$ cat src/rtl/alu_pkg.sv
// rtl/alu_pkg.sv - opcodes, command-field widths and FIFO entry layout for the ALU sequencer
package alu_pkg;

    localparam int OPCODE_W  = 3;
    localparam int USE_ACC_W = 1;

    localparam logic [OPCODE_W-1:0] OP_ADD  = 3'b000;
    localparam logic [OPCODE_W-1:0] OP_SUB  = 3'b001;
    localparam logic [OPCODE_W-1:0] OP_AND  = 3'b010;
    localparam logic [OPCODE_W-1:0] OP_OR   = 3'b011;
    localparam logic [OPCODE_W-1:0] OP_XOR  = 3'b100;
    localparam logic [OPCODE_W-1:0] OP_CMP  = 3'b101;
    localparam logic [OPCODE_W-1:0] OP_SHLA = 3'b110;
    localparam logic [OPCODE_W-1:0] OP_SHLB = 3'b111;

    // Entry layout, LSB first: use_acc, B, A, opcode.
    function automatic int entry_w(input int w);
        return OPCODE_W + 2 * w + USE_ACC_W;
    endfunction

    function automatic int b_lsb(input int w);
        return USE_ACC_W;
    endfunction

    function automatic int a_lsb(input int w);
        return USE_ACC_W + w;
    endfunction

    function automatic int op_lsb(input int w);
        return USE_ACC_W + 2 * w;
    endfunction

endpackage

$ cat src/rtl/alu_core.sv
// rtl/alu_core.sv - combinational ALU: result, carry and compare flag per opcode
module alu_core
    import alu_pkg::*;
#(
    parameter int width = 8
) (
    input  logic [width-1:0]    a,
    input  logic [width-1:0]    b,
    input  logic [OPCODE_W-1:0] opcode,
    output logic [width-1:0]    result,
    output logic                carry,
    output logic                cmp
);

    logic [width:0] sum;
    logic [width:0] diff;

    // Subtraction as A + ~B + 1 so carry out reads as "no borrow".
    assign sum  = {1'b0, a} + {1'b0, b};
    assign diff = {1'b0, a} + {1'b0, ~b} + {{width{1'b0}}, 1'b1};

    always_comb begin
        result = '0;
        carry  = 1'b0;
        cmp    = 1'b0;
        case (opcode)
            OP_ADD: begin
                result = sum[width-1:0];
                carry  = sum[width];
            end
            OP_SUB: begin
                result = diff[width-1:0];
                carry  = diff[width];
            end
            OP_AND: result = a & b;
            OP_OR:  result = a | b;
            OP_XOR: result = a ^ b;
            OP_CMP: cmp = (a > b);
            OP_SHLA: begin
                result = {a[width-2:0], 1'b0};
                carry  = a[width-1];
            end
            OP_SHLB: begin
                result = {b[width-2:0], 1'b0};
                carry  = b[width-1];
            end
            default: result = '0;
        endcase
    end

endmodule

$ cat src/rtl/alu_cmd_sequencer.sv
// rtl/alu_cmd_sequencer.sv - command FIFO, issue logic, accumulator and registered ALU result
module alu_cmd_sequencer
    import alu_pkg::*;
#(
    parameter int width = 8,
    parameter int DEPTH = 4
) (
    input  logic                       CLK,
    input  logic                       RST,
    input  logic                       cmd_valid,
    output logic                       cmd_ready,
    input  logic [OPCODE_W-1:0]        cmd_opcode,
    input  logic [width-1:0]           cmd_A,
    input  logic [width-1:0]           cmd_B,
    input  logic                       cmd_use_acc,
    output logic                       res_valid,
    input  logic                       res_ready,
    output logic [width-1:0]           ALU_OUT,
    output logic                       Cout,
    output logic                       C_Flag,
    output logic [$clog2(DEPTH):0]     level
);

    localparam int PTR_W   = $clog2(DEPTH);
    localparam int LVL_W   = PTR_W + 1;
    localparam int ENTRY_W = entry_w(width);

    logic [ENTRY_W-1:0]  mem [DEPTH];
    logic [PTR_W-1:0]    wr_ptr;
    logic [PTR_W-1:0]    rd_ptr;
    logic [width-1:0]    acc;

    logic                full;
    logic                empty;
    logic                push;
    logic                pop;
    logic [ENTRY_W-1:0]  head;
    logic [OPCODE_W-1:0] head_op;
    logic [width-1:0]    head_a;
    logic [width-1:0]    head_b;
    logic                head_use_acc;
    logic [width-1:0]    eff_a;
    logic [width-1:0]    core_result;
    logic                core_carry;
    logic                core_cmp;

    assign full      = (level == LVL_W'(DEPTH));
    assign empty     = (level == '0);
    assign cmd_ready = !full;
    assign push      = cmd_valid && !full;
    assign pop       = !empty && (!res_valid || res_ready);

    assign head         = mem[rd_ptr];
    assign head_use_acc = head[0];
    assign head_b       = head[b_lsb(width) +: width];
    assign head_a       = head[a_lsb(width) +: width];
    assign head_op      = head[op_lsb(width) +: OPCODE_W];

    // acc is read at issue time, so a chained command sees the result issued one edge earlier.
    assign eff_a = head_use_acc ? acc : head_a;

    alu_core #(.width(width)) u_core (
        .a      (eff_a),
        .b      (head_b),
        .opcode (head_op),
        .result (core_result),
        .carry  (core_carry),
        .cmp    (core_cmp)
    );

    always_ff @(posedge CLK) begin
        if (push) begin
            mem[wr_ptr] <= {cmd_opcode, cmd_A, cmd_B, cmd_use_acc};
        end
    end

    always_ff @(posedge CLK or negedge RST) begin
        if (!RST) begin
            wr_ptr <= '0;
            rd_ptr <= '0;
            level  <= '0;
        end else begin
            if (push) wr_ptr <= wr_ptr + PTR_W'(1);
            if (pop)  rd_ptr <= rd_ptr + PTR_W'(1);
            case ({push, pop})
                2'b10:   level <= level + LVL_W'(1);
                2'b01:   level <= level - LVL_W'(1);
                default: level <= level;
            endcase
        end
    end

    always_ff @(posedge CLK or negedge RST) begin
        if (!RST) begin
            res_valid <= 1'b0;
            ALU_OUT   <= '0;
            Cout      <= 1'b0;
            C_Flag    <= 1'b0;
            acc       <= '0;
        end else if (pop) begin
            res_valid <= 1'b1;
            ALU_OUT   <= core_result;
            Cout      <= core_carry;
            C_Flag    <= core_cmp;
            acc       <= core_result;
        end else if (res_ready) begin
            res_valid <= 1'b0;
        end
    end

endmodule

$ cat config.mk
export PLATFORM = sky130hd
export DESIGN_NAME = alu_cmd_sequencer
export DESIGN_NICKNAME = d
export VERILOG_FILES = /design/src/rtl/alu_pkg.sv /design/src/rtl/alu_core.sv /design/src/rtl/alu_cmd_sequencer.sv
export SDC_FILE = /design/constraint.sdc
export NUM_CORES = 1
export LEC_CHECK = 0
export ABC_AREA = 1
export BUFFER_PORTS_ARGS = -buffer_cell sky130_fd_sc_hd__buf_2
export CORE_MARGIN = 3
export CORE_UTILIZATION = 25
export DETAILED_ROUTE_END_ITERATION = 8
export SETUP_SLACK_MARGIN = 0.5
export SYNTH_ARGS = -nofsm -noshare
export SYNTH_HDL_FRONTEND = slang
export SYNTH_SLANG_ARGS = --single-unit
$ cat constraint.sdc
create_clock -name CLK -period 3.2 [get_ports CLK]
set_clock_uncertainty 0.1 [all_clocks]
set_input_delay 0 -clock CLK [delete_from_list [all_inputs] [get_ports CLK]]
set_output_delay 0 -clock CLK [all_outputs]
set_load 0.01 [all_outputs]
==> reports/qor.yml <==
routing:
  ant_nets: 0
  wire_per_inst_um: 14.4
  vias: 4151
  drc: 0
  vias_per_cell: 4.52
  wl_um: 13200
  first_iter_violations: 323
  firstDrtPassIters: 5
timing:
  max_freq_mhz: 336
  finalHoldViolCount: 0
  holdWs_ns: 0.0432
  grt_setup_unrepaired: "true"
  setup_viol: 0
  fin_crit_sh_pct: 93.0
  finalWorstPathRequiredPeriod_ns: 2.98
  slew_headroom_pct: 67.6
  worst_pin_slew_ns: 0.486
  tns_ns: 0
  slew_violations: 0
clock_network:
  max-clock-path-buffers: 2
  clkTransAtPathRegs_ns: 0.07
  h-tree-depth: 3
  clock_latency_ns: 0.34
  clkSinkCount: 98
  tritoncts: "yes"
  cts_buffers: 9
  cts_root_buf: "clkbuf_16"
critical_path:
  reg2reg_slack_ns: 0.22
  critical_path_arrival_ns: 3.11
  timing_worst_setup_path_type: "reg -> reg"
  required_ns: 3.33
  start_kind: "flip-flop"
  endpoint_kind: "flip-flop"
  startpoint: "rd_ptr[0]"
  crit_path_max_fanout: 7
  timing.rr.end: "acc[4]"
  r2r_start: "rd_ptr[0]"
  rr_worst_depth: 17
synth:
  synth_top_area_share_pct: 45.7
  synthSimpleGateAreaFrac_pct: 20.7
  ys_warn_count: 0
  ys_async_sr_fraction_pct: 18.4
  synthMuxAreaShare_pct: 0
  synth_area_leaders: "edfxtp_1, nand2_1, dfrtp_1, ha_1, inv_1"
  synth_top_family_by_area: "simple AND/OR/NAND/NOR gates"
  synth_area_leader_cell: "edfxtp_1"
  syn_nets: 602
  synth_edf_count: 80
  ys_types: 40
  syn_area_per_cell_um2: 9.62
  ys_seq_elements: 98
  synthesis.area_mm2: 0.00526
  synthFlopType: "edfxtp_1"
  synth_xor_area_share_pct: 1.17
  synth_compound_area_share_pct: 9.51
  synth_cells: 547
  yosys.area_share.adder_pct: 7.80
  seq_area_frac_synth_pct: 54.2
final_layout:
  drive_gt1_share_pct: 29.9
  antenna_cells: 0
  final_nets: 699
  area_growth_pct: 32.8
floorplanning:
  initial_core_util_pct: 25.7
  std_cell_rows: 52
  core_mm2: 0.0204
  dieArea_mm2: 0.0228
  chipWidth_um: 151
  die_h_um: 151
  ios: 39
global_route:
  grt_usage_pct: 11.7
  grt_busiest_layer: "met2"
  grt_overflow: 0
  grt_pass1_wl_um: 20600
  met1_usage_pct: 15.9
  grt_use_met3_pct: 1.92
  grt_pass1_vias: 3891
  use_met2_pct: 18.8
  grt_max_degree: 25
  antenna_found_initial: 0
place:
  dp_hpwl_um: 8760
  io_buffers: 38
  place_congestion: 0.930
run:
  cap_viol_max_count: 0
worst_hold_path:
  hold_path.class: "in -> async"
status:
  outcome: "finished clean"
[worst max-delay path by stage]
stage / end
after floorplan: acc[4]
after global placement: acc[7]
after detailed placement: acc[7]
after CTS: acc[4]
after global routing: acc[4]
final: acc[4]
[logic make-up after synthesis]
family,Yosys count
AO/OA/AOI/OAI,81
AND/OR/NAND/NOR,249
buffers and inverters,81
XOR/XNOR,7
flip-flops,98
adder cells (fa/ha/maj),31
[flip-flops by register name (all words and copies together) (netlist names)]
signal and count:
mem 80, acc 8, level 3, rd_ptr 2, wr_ptr 2, C_Flag 1, Cout 1, res_valid 1
[layout make-up]
class / instances / area (µm²)
inverters: 64 / 250
fillers: 2056 / 13400
well taps: 270 / 338
repair buffers: 103 / 861
clock inverters: 7 / 70.1
multi-input cells: 368 / 2390
flip-flops and latches: 98 / 2850
clock buffers: 9 / 225
[layer usage]
| metal | part of all wire [%] | wire length, µm | vias to the layer above |
|---|---|---|---|
| met2 | 48 | 6360 | 103 |
| met3 | 3.6 | 470 | 32 |
| met5 | 0 | 0 | - |
| li1 | - | - | 2043 |
| met1 | 46 | 6040 | 1973 |
| met4 | 2.4 | 316 | 0 |
[worst max-delay path, cell delays in order, from the launching register on]
cell     delay (ns)
dfrtp_2        0.43
buf_12         0.15
buf_12         0.13
or2_4          0.24
a32o_2         0.28
ha_4           0.18
fa_2           0.41
inv_2          0.06
nand2_2        0.05
nand2_2        0.06
nand2_2        0.05
nand2_2        0.09
xor2_1         0.16
o22ai_1        0.11
a21oi_1        0.13
nand3_1        0.10
nand2_1        0.08
o21ai_2        0.05
[metrics by stage]
stage	utilization [%]	area (µm²)	instances	setup slack [ns]
global placement	28.7	5870	853	0.205
CTS	32.8	6700	906	0.375
detailed placement	28.7	5870	853	0.155
finish	34.2	6990	919	0.225
floorplan	-	5310	547	0.483
global route	34.2	6990	919	0.0832
[cells in the mapped netlist, types with 5 or more instances]
library cell	instances
edfxtp_1	80
buf_2	5
nand4_1	7
or2_2	12
xor2_1	6
o21ai_0	29
nor2_1	53
o21ai_1	9
nand3_1	35
a21oi_1	15
nand2_2	5
o22ai_1	8
ha_1	28
a32o_1	5
nand2_1	123
dfrtp_1	18
inv_2	9
clkbuf_1	5
inv_1	54
[layout by cell type (no fill, tap or decap), drive strengths merged]
master | netlist | final
nand2 | 128 | 128
edfxtp | 80 | 80
buf | 12 | 80
inv | 63 | 63
nor2 | 56 | 56
o21ai | 40 | 40
nand3 | 37 | 37
ha | 28 | 28
dlygate4sd3 | 0 | 22
dfrtp | 18 | 18
or2 | 18 | 18
a21oi | 15 | 15
clkbuf | 5 | 9
o22ai | 8 | 8
nand4 | 7 | 7
xor2 | 6 | 6
a32o | 5 | 5
clkinvlp | 0 | 4
o221ai | 3 | 3
o211ai | 3 | 3
nor3 | 3 | 3
fa | 3 | 3
clkinv | 1 | 3
a31oi | 2 | 2
a32oi | 2 | 2
o21a | 1 | 1
xnor2 | 1 | 1
o21bai | 1 | 1
o2111ai | 1 | 1
bufinv | 0 | 1
bufbuf | 0 | 1
[what timing repair did]
action,4_1_cts,5_1_grt
setup buffers,13,13
pin swaps,6,22
endpoints found under the hold margin,99,0
hold buffers,22,0
gates cloned,2,0
resized for setup,34,51
setup endpoints to repair,8,8
Power is left out: the tool's default activity adds up to more than one toggle a clock period on the data nets, which glitch-free logic cannot reach.
